### src/rtl/rr_priority_encoder_8to3.sv
// ============================================================================
// rr_priority_encoder_8to3 : registered 8-to-3 round-robin/fixed encoder
// Rev 1.0 : initial release
// ============================================================================
`default_nettype none

module rr_priority_encoder_8to3 #(
  parameter bit RR_EN = 1'b1
) (
  input  logic       clk,
  input  logic       rst,
  input  logic       en,
  input  logic [7:0] req,
  input  logic       out_ready,
  output logic       out_valid,
  output logic [2:0] code,
  output logic       multi
);

  logic [2:0] ptr;
  logic [2:0] start;
  logic [7:0] rot;
  logic [2:0] offset;
  logic [2:0] grant;
  logic [3:0] ones;
  logic       capture;

  assign start = RR_EN ? ptr : 3'd0;

  // Rotate so the search always begins at bit 0, then map the hit back.
  always_comb begin
    rot    = 8'd0;
    offset = 3'd0;
    ones   = 4'd0;
    for (int i = 0; i < 8; i++) begin
      rot[i] = req[3'(i) + start];
      ones   = ones + 4'(req[i]);
    end
    for (int i = 7; i >= 0; i--) begin
      if (rot[i]) offset = 3'(i);
    end
    grant = start + offset;
  end

  assign capture = en && (req != 8'd0) && (!out_valid || out_ready);

  always_ff @(posedge clk) begin
    if (rst) begin
      out_valid <= 1'b0;
      code      <= 3'd0;
      multi     <= 1'b0;
      ptr       <= 3'd0;
    end else if (capture) begin
      out_valid <= 1'b1;
      code      <= grant;
      multi     <= (ones > 4'd1);
      ptr       <= RR_EN ? (grant + 3'd1) : 3'd0;
    end else if (out_valid && out_ready) begin
      out_valid <= 1'b0;
    end
  end

endmodule

`default_nettype wire

### config.mk
export PLATFORM = sky130hd
export DESIGN_NAME = rr_priority_encoder_8to3
export DESIGN_NICKNAME = d
export VERILOG_FILES = /design/src/rtl/rr_priority_encoder_8to3.sv
export SDC_FILE = /design/constraint.sdc
export NUM_CORES = 1
export LEC_CHECK = 0
export BUFFER_PORTS_ARGS = -buffer_cell sky130_fd_sc_hd__buf_2
export CORE_ASPECT_RATIO = 1.5
export CORE_UTILIZATION = 45
export DETAILED_ROUTE_END_ITERATION = 16
export PLACE_DENSITY_LB_ADDON = 0.1
export REMOVE_ABC_BUFFERS = 1
export SLEW_MARGIN = 5
export SYNTH_ARGS = -nofsm -noshare
export SYNTH_HDL_FRONTEND = slang
export SYNTH_SLANG_ARGS = --single-unit
### constraint.sdc
create_clock -name clk -period 4.75 [get_ports clk]
set_input_delay 0.475 -clock clk [delete_from_list [all_inputs] [get_ports clk]]
set_output_delay 0.475 -clock clk [all_outputs]
set_load 0.01 [all_outputs]
# Yosys cells after proc, flatten, opt, wreduce, memory -nomap -nowiden
# Index checks and enable logic that the tools add are counted.
# W data, S select, Z words.
[op_classes]
addsub = 16
magnitude_cmp = 9
n_mux = 26
reduce_logical = 7
[ops]
columns = ["operator", "count"]
rows = [
  ["$lt A3 B4 Y1 const B", 8],
  ["$bmux W1 S3", 8],
  ["$mux W3", 8],
  ["$add A4 B1 Y4", 4],
  ["$add A3 B3 Y3 const A", 4],
  ["$mux W1", 10],
  ["$reduce_bool A8 Y1", 1],
  ["$add A2 B3 Y3 const A", 2],
  ["$add A3 B1 Y4", 1],
  ["$gt A4 B1 Y1 const B", 1],
  ["$add A1 B3 Y3 const A", 1],
  ["$add A2 B1 Y3", 1],
  ["$add A3 B1 Y3 const B", 1],
  ["$add A3 B3 Y3", 1],
  ["$logic_and A1 B1 Y1", 3],
  ["$add A1 B1 Y2", 1],
  ["$reduce_bool A2 Y1", 1],
  ["$logic_not A1 Y1", 1],
  ["$logic_or A1 B1 Y1", 1],
]
[totals]
register_bits = 8
inputBits = 12
output_inout_bits = 5
word_cells = 62

# Longest topological paths before layout
# Gate-level depths: netlist (run 1).
[depth]
word_depth = 13
depth_mapped = 16

# Worst setup path after synthesis (run 1)
# Ideal clock, no wire load.
[synth_timing]
kind = "flip-flop to flip-flop"
start = "reg ptr[0]"
end = "reg ptr[2]"
setup_ps = 123
arrival_ps = 3892
required_ps = 4627
path_slack_ps = 735
stages_incl_launch_ff = 17
period_less_slack_ps = 4015
path_cell_list = "dfxtp_1 buf_6 inv_1 ha_1 buf_4 mux2i_1 mux4_1 a221oi_1 o21ai_0 a221oi_1 ha_1 fa_1 ha_1 xnor2_1 a21boi_1 o21ai_1 mux2_1"
[synth_between]
elab_chain_cells = 13
[synth_rtl]
columns = ["element", "line_no", "rtl"]
rows = [
  ["start: declaration", "20", "logic [2:0] ptr;"],
  ["start signal: assignment", "57", "ptr <= RR_EN ? (grant + 3'd1) : 3'd0;"],
  ["$add A3 B3 Y3", "36", "rot[i] = req[3'(i) + start];"],
  ["$bmux W1 S3", "36", ""],
  ["$mux W1 (not written as such)", "36", ""],
  ["$mux W3 (8 in series)", "40", "if (rot[i]) offset = 3'(i);"],
  ["$add A3 B3 Y3 (*)", "42", "grant = start + offset;"],
  ["net grant[1]", "24", "logic [2:0] grant;"],
  ["$add A3 B1 Y3 (*)", "57", ""],
]
# Mark *: on every way through the listed nets, which the timed path passes. The rest lies on a longest branch. The select of a mux whose other input is x is not followed.
# A chain may end at the register's enable or synchronous reset.

# Worst setup path in the final report (run 1)
# Ends and elaborated chain as after synthesis.

==> results.env, run 1 <==
STATUS='finished, final reports clean'
CTS_INSERTED_BUFFERS=3
ANTENNA_FOUND_INITIAL=0
POST_DETAILED_PLACEMENT_HALF_PERIMETER_WIRELENGTH_MM=2.11
REGTOREGSTARTPOINT='ptr[0]'
FINALWORSTPATHREQUIREDPERIOD_PS=3970
IO_PINS=17
CRITPATHREQUIREDTIME_PS=4870
FIRST_ITER_VIOLATIONS=21
POST_CTS_RESIZED=0
POST_SYNTH_MAIN_AREA_CONTRIBUTORS='sky130_fd_sc_hd__dfxtp_1 13%, sky130_fd_sc_hd__mux4_1 10%, sky130_fd_sc_hd__mux4_2 8.9%, sky130_fd_sc_hd__fa_1 7.9%, sky130_fd_sc_hd__ha_1 7.9%'
PORTBUFFERS=16
REMAINING_DRC_ERRORS=0
SYNTHMOSTINSTANTIATEDCELL='sky130_fd_sc_hd__inv_1'
DIE_W_UM=45.4
POWER_DENSITY_nW_PER_UM2=554
POST_DRT_WL_PER_CELL_UM=14.5
RSZ0062_AT_GRT='no'
WORST_SETUP_PATH_END_KIND='register'
DRV.MAX_CAP_VIOLATION_COUNT=0
HOLD_PATH_CLASS='reg -> reg'
CP_COMMON_CELL='sky130_fd_sc_hd__ha_1'
FIN_CELLS=181
FIRST_PASS_GRT_WIRE_LENGTH_MM=4.88
TIMING.FINAL.SETUP_VIOLATIONS=0
PROPORTION_OF_LAYOUT_CELLS_WITH_A_DRIVE_SUFFIX_ABOVE_1=0.271
CTSROOTBUFFERMASTER='sky130_fd_sc_hd__clkbuf_8'
CTS.HOLD.BUFFERS_ADDED=0
YS_FF_LATCH=8
SYNTHDOMINANTCELLAREASHARE=0.126
AREA_DELTA_SYNTH_FINAL_PCT=10.3
CRITPATHMAXSTAGEDELAY_PS=520
SETUP_TNS_PS=0
GLOBALROUTETOTALUTIL=0.222
SLEW-LIMIT-HEADROOM=0.701
YS_ASYNC_RST_SHARE=0
ROUTE.DETAILED.VIAS_PER_INST=5.51
YS_SEQ_AREA_FRAC=0.126
AVGSYNTHCELLAREA_UM2=9.92
PERIOD_SHARE=0.836
PRE_CTS_SETUP_SLACK_PS=804
SYNTHFLOPTYPE='sky130_fd_sc_hd__dfxtp_1'
TOTAL_NUMBER_OF_CLOCK_TREE_SINKS=8
POST-SYNTH-TOP-AREA-CELL='sky130_fd_sc_hd__dfxtp_1'
DIE_H_UM=67.1
POST_SYNTH_MOST_FREQUENT_CELLS='17 x sky130_fd_sc_hd__inv_1, 11 x sky130_fd_sc_hd__nand2_1, 8 x sky130_fd_sc_hd__dfxtp_1, 8 x sky130_fd_sc_hd__ha_1, 7 x sky130_fd_sc_hd__a21oi_1'
PLACEABLE_CORE_REGION_UM2=2680
FINALCLOCKSKEW_PS=5.47
VIA_COUNT=998
PATH_CELLS='inv_1 > ha_1 > mux2i_1 > mux4_1 > a221oi_1 > o21ai_0 > a221oi_1 > ha_1 > fa_1 > ha_1 > xnor2_1 > a21boi_1 > o21ai_1 > mux2_1'
GRT_START_MAX_NET_PINS=15
DIE_AREA_UM2=3040
POWER.LEAKAGE_nW=0.596
CTS-ROOT-TO-SINK-BUFFERS=2
DETAILEDROUTE.FIRSTPASSITERATIONCOUNT=4
POSTROUTEWIRELENGTH_MM=2.63
CRIT_ARRIVAL_PS=4080
ANTENNA_LEFT=0
SYNTHCELLS=128
H-TREE-DEPTH=1
SYNTH.DISTINCT_CELLS=47
PLACE_CONGESTION=0.788
PLACED_CELLS=178
CRIT_PATH_MAX_FANOUT=6
TIMING.CRITICAL_PATH.FROM='ptr[0]'
ANTENNA-DIODE-COUNT=0
HOLD_SP='code[0]'
PLACEMENT_ROWS=23
MAX-VDD-IR-DROP_V=0.000220
POST_CTS_SETUP_BUFFER_COUNT=0
GRT_OVERFLOW=0
WORST_SLACK_PS=781
WORST_SKEW_PAIR.LATE_LATENCY_PS=230
YOSYSWARNINGS=0
FINAL_MAX_SLEW_VIOL_COUNT=0
TIMING.CRITICAL_PATH.SLOWEST_STAGE_CELL='sky130_fd_sc_hd__mux4_1'
SYNTH-EDFF-COUNT=0
TOTAL_POWER_uW=776
CRITICAL_PATH_CLASS='reg -> reg'
FINISH.NET_COUNT=171
GRT_PASS1_VIAS=1070
WORST_SLEW_PIN_SLEW_PS=442
INITIAL_STANDARD_CELL_UTILIZATION_OF_THE_CORE=0.475
CLK_PIN_SLEW_WORST_PATHS_PS=40
CRIT_PATH_START_KIND='register'
SYNTHESIS.AREA_UM2=1270
HOLD_VIOLATIONS=0
CTS_TREE='yes'
MAXIMUM_CLOCK_FREQUENCY_MHz=252
==> cell type report <==
class                   count  area, um2
inverters                  17       63.8
clock buffers               3       41.3
fillers                   266       1270
repair buffers             19        103
well taps                  37       46.3
multi-input cells          97        987
flip-flops and latches      8        160
==> worst max-delay path, delay by kind of cell, from the launching register on <==
family	cells	cell delay (ps)
adders and majority gates	4	1310
muxes	3	1040
AOI/OAI and AO/OA	5	940
DFF	1	320
xor gates and xnor gates	1	180
buffers and inverters	1	60
==> registers in the layout, summed over array words and instances, names as in the netlist <==
name and count:
code 3, ptr 3, multi 1, out_valid 1
==> where the power goes <==
part | leakage (nW) | switching (mW) | internal (mW) | total (mW)
Combinational | 0.509 | 0.307 | 0.285 | 0.592
Sequential | 0.0658 | 0.0134 | 0.0870 | 0.100
Clock | 0.0216 | 0.0286 | 0.0551 | 0.0837
Total | 0.596 | 0.349 | 0.427 | 0.776
==> stage by stage <==
stage | hold slack [ps] | util | cell area [um2]
final | 449 | 0.524 | 1400
after floorplan | 470 | - | 1210
after CTS | 452 | 0.524 | 1400
after detailed placement | 446 | 0.508 | 1360
after global routing | 466 | 0.524 | 1400
after global placement | 438 | 0.508 | 1360
==> cells by family after synthesis <==
| family | count (synthesis) | share of synthesized area |
|---|---|---|
| compound gates | 28 | 0.168 |
| xor+xnor | 6 | 0.0473 |
| fa+ha+maj | 13 | 0.158 |
| buf+inv | 23 | 0.0965 |
| flops | 8 | 0.126 |
| mux | 18 | 0.266 |
| simple gates | 32 | 0.138 |
==> cell usage in the layout, fill, tap and decap left out, types with 2 or more instances in the layout <==
cell                         n
sky130_fd_sc_hd__o21ai_0     2
sky130_fd_sc_hd__nand2_1    11
sky130_fd_sc_hd__nor3_1      2
sky130_fd_sc_hd__a21boi_1    2
sky130_fd_sc_hd__mux4_2      5
sky130_fd_sc_hd__mux4_1      5
sky130_fd_sc_hd__and2_1      2
sky130_fd_sc_hd__a2111oi_2   2
sky130_fd_sc_hd__mux2i_1     6
sky130_fd_sc_hd__buf_2      16
sky130_fd_sc_hd__ha_1        8
sky130_fd_sc_hd__fa_1        5
sky130_fd_sc_hd__o21ai_1     2
sky130_fd_sc_hd__a221oi_1    2
sky130_fd_sc_hd__inv_1      17
sky130_fd_sc_hd__dfxtp_1     8
sky130_fd_sc_hd__a21oi_1     7
sky130_fd_sc_hd__xnor2_1     4
sky130_fd_sc_hd__nor2_1      5
sky130_fd_sc_hd__clkbuf_8    3
sky130_fd_sc_hd__buf_4       3
sky130_fd_sc_hd__nor2b_1     2
==> path summary, 6_finish.rpt <==
check,to,slack (ps),depth (start not counted)
worst max-delay path,ptr[2],780,14
worst min-delay path,code[0],450,2
worst max register to register,ptr[2],780,14
worst min register to register,code[0],450,2
==> per-layer routing <==
layer	GRT usage	share of wire	wire, um
met5	0	0	0
met4	0.0682	0.0087	23
met3	0.0325	0.024	62
met2	0.397	0.57	1500
met1	0.262	0.40	1040
Note: power is estimated with default switching activity, not from simulation.
==> run 2, diff against run 1 <==
Clock period 4.75 ns to 3.4 ns, I/O delays scaled along.
==> run 2 against run 1 <==
Against the previous run: final area increased by 24%; the flow now finishes with violations (setup timing); sequential power increased by 46%; die area unchanged; maximum frequency increased by 9.0%; clock power increased by 39%.
==> results.env, run 2 (synthesis results as in run 1) <==
POST_DRT_WL_PER_CELL_UM=14.6
FINALWORSTPATHREQUIREDPERIOD_PS=3640
POST_DETAILED_PLACEMENT_HALF_PERIMETER_WIRELENGTH_MM=2.48
CRITPATHREQUIREDTIME_PS=3510
ROUTE.DETAILED.VIAS_PER_INST=5.38
CLOCK_POWER_SHARE=0.081
TIMING.FINAL.SETUP_VIOLATIONS=1
LARGESTREGISTERS='code x3, ptr x3'
FIRST_PASS_GRT_WIRE_LENGTH_MM=5.44
CTS.HOLD.BUFFERS_ADDED=0
PROPORTION_OF_LAYOUT_CELLS_WITH_A_DRIVE_SUFFIX_ABOVE_1=0.511
REMAINING_DRC_ERRORS=0
DIE_AREA_UM2=3040
VIA_COUNT=1178
PLACEABLE_CORE_REGION_UM2=2680
MAXIMUM_CLOCK_FREQUENCY_MHz=275
POSTROUTEWIRELENGTH_MM=3.19
POWER_DENSITY_nW_PER_UM2=821
FINAL_COMMON_CELL='sky130_fd_sc_hd__buf_4'
H-TREE-DEPTH=1
CTS_TREE='yes'
DIE_H_UM=67.1
FINISH.NET_COUNT=209
NETSWITCHINGFRACTION=0.404
ANTENNA-DIODE-COUNT=0
PLACEMENT_ROWS=23
WORST_SKEW_PAIR.LATE_LATENCY_PS=230
DETAILEDROUTE.FIRSTPASSITERATIONCOUNT=4
MAX-VDD-IR-DROP_V=0.000434
WORST_SLACK_PS=-243
ANTENNA_LEFT=0
SHARE_COMB_OF_TOTAL_POWER=0.817
HOLD_PATH_CLASS='in -> reg'
WORST_SLEW_PIN_SLEW_PS=551
PORTBUFFERS=16
HOLD_VIOLATIONS=0
CLK_PIN_SLEW_WORST_PATHS_PS=40
GRT_START_MAX_NET_PINS=13
POWER_REPORT.INTERNAL_TOTAL_uW=853
GLOBALROUTETOTALUTIL=0.244
POWER.LEAKAGE_nW=0.779
TOTAL_NUMBER_OF_CLOCK_TREE_SINKS=8
CTS_INSERTED_BUFFERS=3
SLEW-LIMIT-HEADROOM=0.628
DRV.MAX_CAP_VIOLATION_COUNT=0
PERIOD_SHARE=1.07
FINALCLOCKSKEW_PS=3.78
GRT_OVERFLOW=0
WHS_PS=386
FINAL_MAX_SLEW_VIOL_COUNT=0
FIN_UTIL=0.651
MOSTFREQUENTLAYOUTCELLS='40 x sky130_fd_sc_hd__buf_4, 16 x sky130_fd_sc_hd__buf_2, 15 x sky130_fd_sc_hd__inv_1'
WORST_SETUP_PATH_END_KIND='register'
POWER_SWITCHING_uW=578
CRITICAL_PATH_CLASS='reg -> reg'
SETUP_TNS_PS=-243
SEQ_POWER_SHARE=0.102
CRIT_ARRIVAL_PS=3750
FAILED_CHECKS='setup timing'
ANTENNA_FOUND_INITIAL=0
IO_PINS=17
STATUS='finished, violations left'
RSZ0062_AT_GRT='yes'
FIRST_ITER_VIOLATIONS=17
GRT_PASS1_VIAS=1267
INITIAL_STANDARD_CELL_UTILIZATION_OF_THE_CORE=0.475
CTS-ROOT-TO-SINK-BUFFERS=2
CRIT_PATH_MAX_FANOUT=5
PLACE_CONGESTION=0.763
CRIT_PATH_START_KIND='register'
AREA_DELTA_SYNTH_FINAL_PCT=37.2
CTSROOTBUFFERMASTER='sky130_fd_sc_hd__clkbuf_8'
DIE_W_UM=45.4
==> run 2: cell count changes in the layout (fill, tap and decap cells not counted), moves of 2 or more <==
cell	delta
sky130_fd_sc_hd__inv_2	+2
sky130_fd_sc_hd__dfxtp_1	-2
sky130_fd_sc_hd__mux2i_1	-2
sky130_fd_sc_hd__dfxtp_2	+2
sky130_fd_sc_hd__buf_4	+37
sky130_fd_sc_hd__ha_2	+3
sky130_fd_sc_hd__mux2i_2	+2
sky130_fd_sc_hd__a221oi_2	+2
sky130_fd_sc_hd__inv_1	-2
sky130_fd_sc_hd__a221oi_1	-2
sky130_fd_sc_hd__ha_1	-4
==> run 2: stage by stage <==
| stage | std cells | setup WS [ps] | area (um2) | total power, mW |
|---|---|---|---|---|
| after floorplan | 122 | -737 | 1210 | 0.797 |
| after global placement | 210 | -394 | 1600 | 1.15 |
| after detailed placement | 210 | -494 | 1600 | 1.17 |
| after CTS | 219 | -181 | 1740 | 1.42 |
| after global routing | 219 | -397 | 1740 | 1.54 |
| final | 219 | -243 | 1740 | 1.43 |
==> run 2: power by group through the flow <==
stage	Clock [mW]	Sequential, mW	Combinational (mW)
after CTS	0.120	0.144	1.16
final	0.116	0.146	1.17
after detailed placement	0	0.142	1.03
after global placement	0	0.141	1.01
after global routing	0.122	0.147	1.27
after floorplan	0	0.187	0.611
==> run 2: area by class of cell <==
type | count | area, um2
multi-input cells | 97 | 1040
fillers | 236 | 933
repair buffers | 57 | 392
flip-flops and latches | 8 | 163
inverters | 17 | 63.8
well taps | 37 | 46.3
clock buffers | 3 | 41.3
==> run 2: per-layer routing <==
metal / part of all wire / up-vias / global-route usage
li1: - / 580 / -
met1: 0.38 / 575 / 0.249
met2: 0.58 / 17 / 0.476
met3: 0.011 / 6 / 0.0271
met4: 0.021 / 0 / 0.0947
met5: 0 / - / 0
==> run 2: final timing paths <==
path            from       to  slack [ps]  depth (start not counted)
min              rst   ptr[1]         390                          2
max           ptr[0]   ptr[2]        -240                         14
min reg2reg  code[2]  code[2]         450                          2
max reg2reg   ptr[0]   ptr[2]        -240                         14
==> run 2: worst max-delay path: stages, from the launching register on <==
cell	delay [ps]
sky130_fd_sc_hd__dfxtp_2	350
sky130_fd_sc_hd__inv_2	60
sky130_fd_sc_hd__ha_4	250
sky130_fd_sc_hd__mux2i_2	160
sky130_fd_sc_hd__mux4_2	490
sky130_fd_sc_hd__a221oi_2	260
sky130_fd_sc_hd__o21ai_1	110
sky130_fd_sc_hd__a221oi_2	230
sky130_fd_sc_hd__ha_2	210
sky130_fd_sc_hd__fa_1	450
sky130_fd_sc_hd__ha_2	200
sky130_fd_sc_hd__xnor2_1	120
sky130_fd_sc_hd__a21boi_2	150
sky130_fd_sc_hd__o21ai_1	150
sky130_fd_sc_hd__mux2_1	330
==> run 2: what timing repair did <==
action / in CTS / in global routing
hold endpoints to repair: 0 / 0
gates resized for setup: 17 / 2
buffers inserted: 6 / 0
pin swaps: 8 / 4
endpoints found under the setup margin: 1 / 1
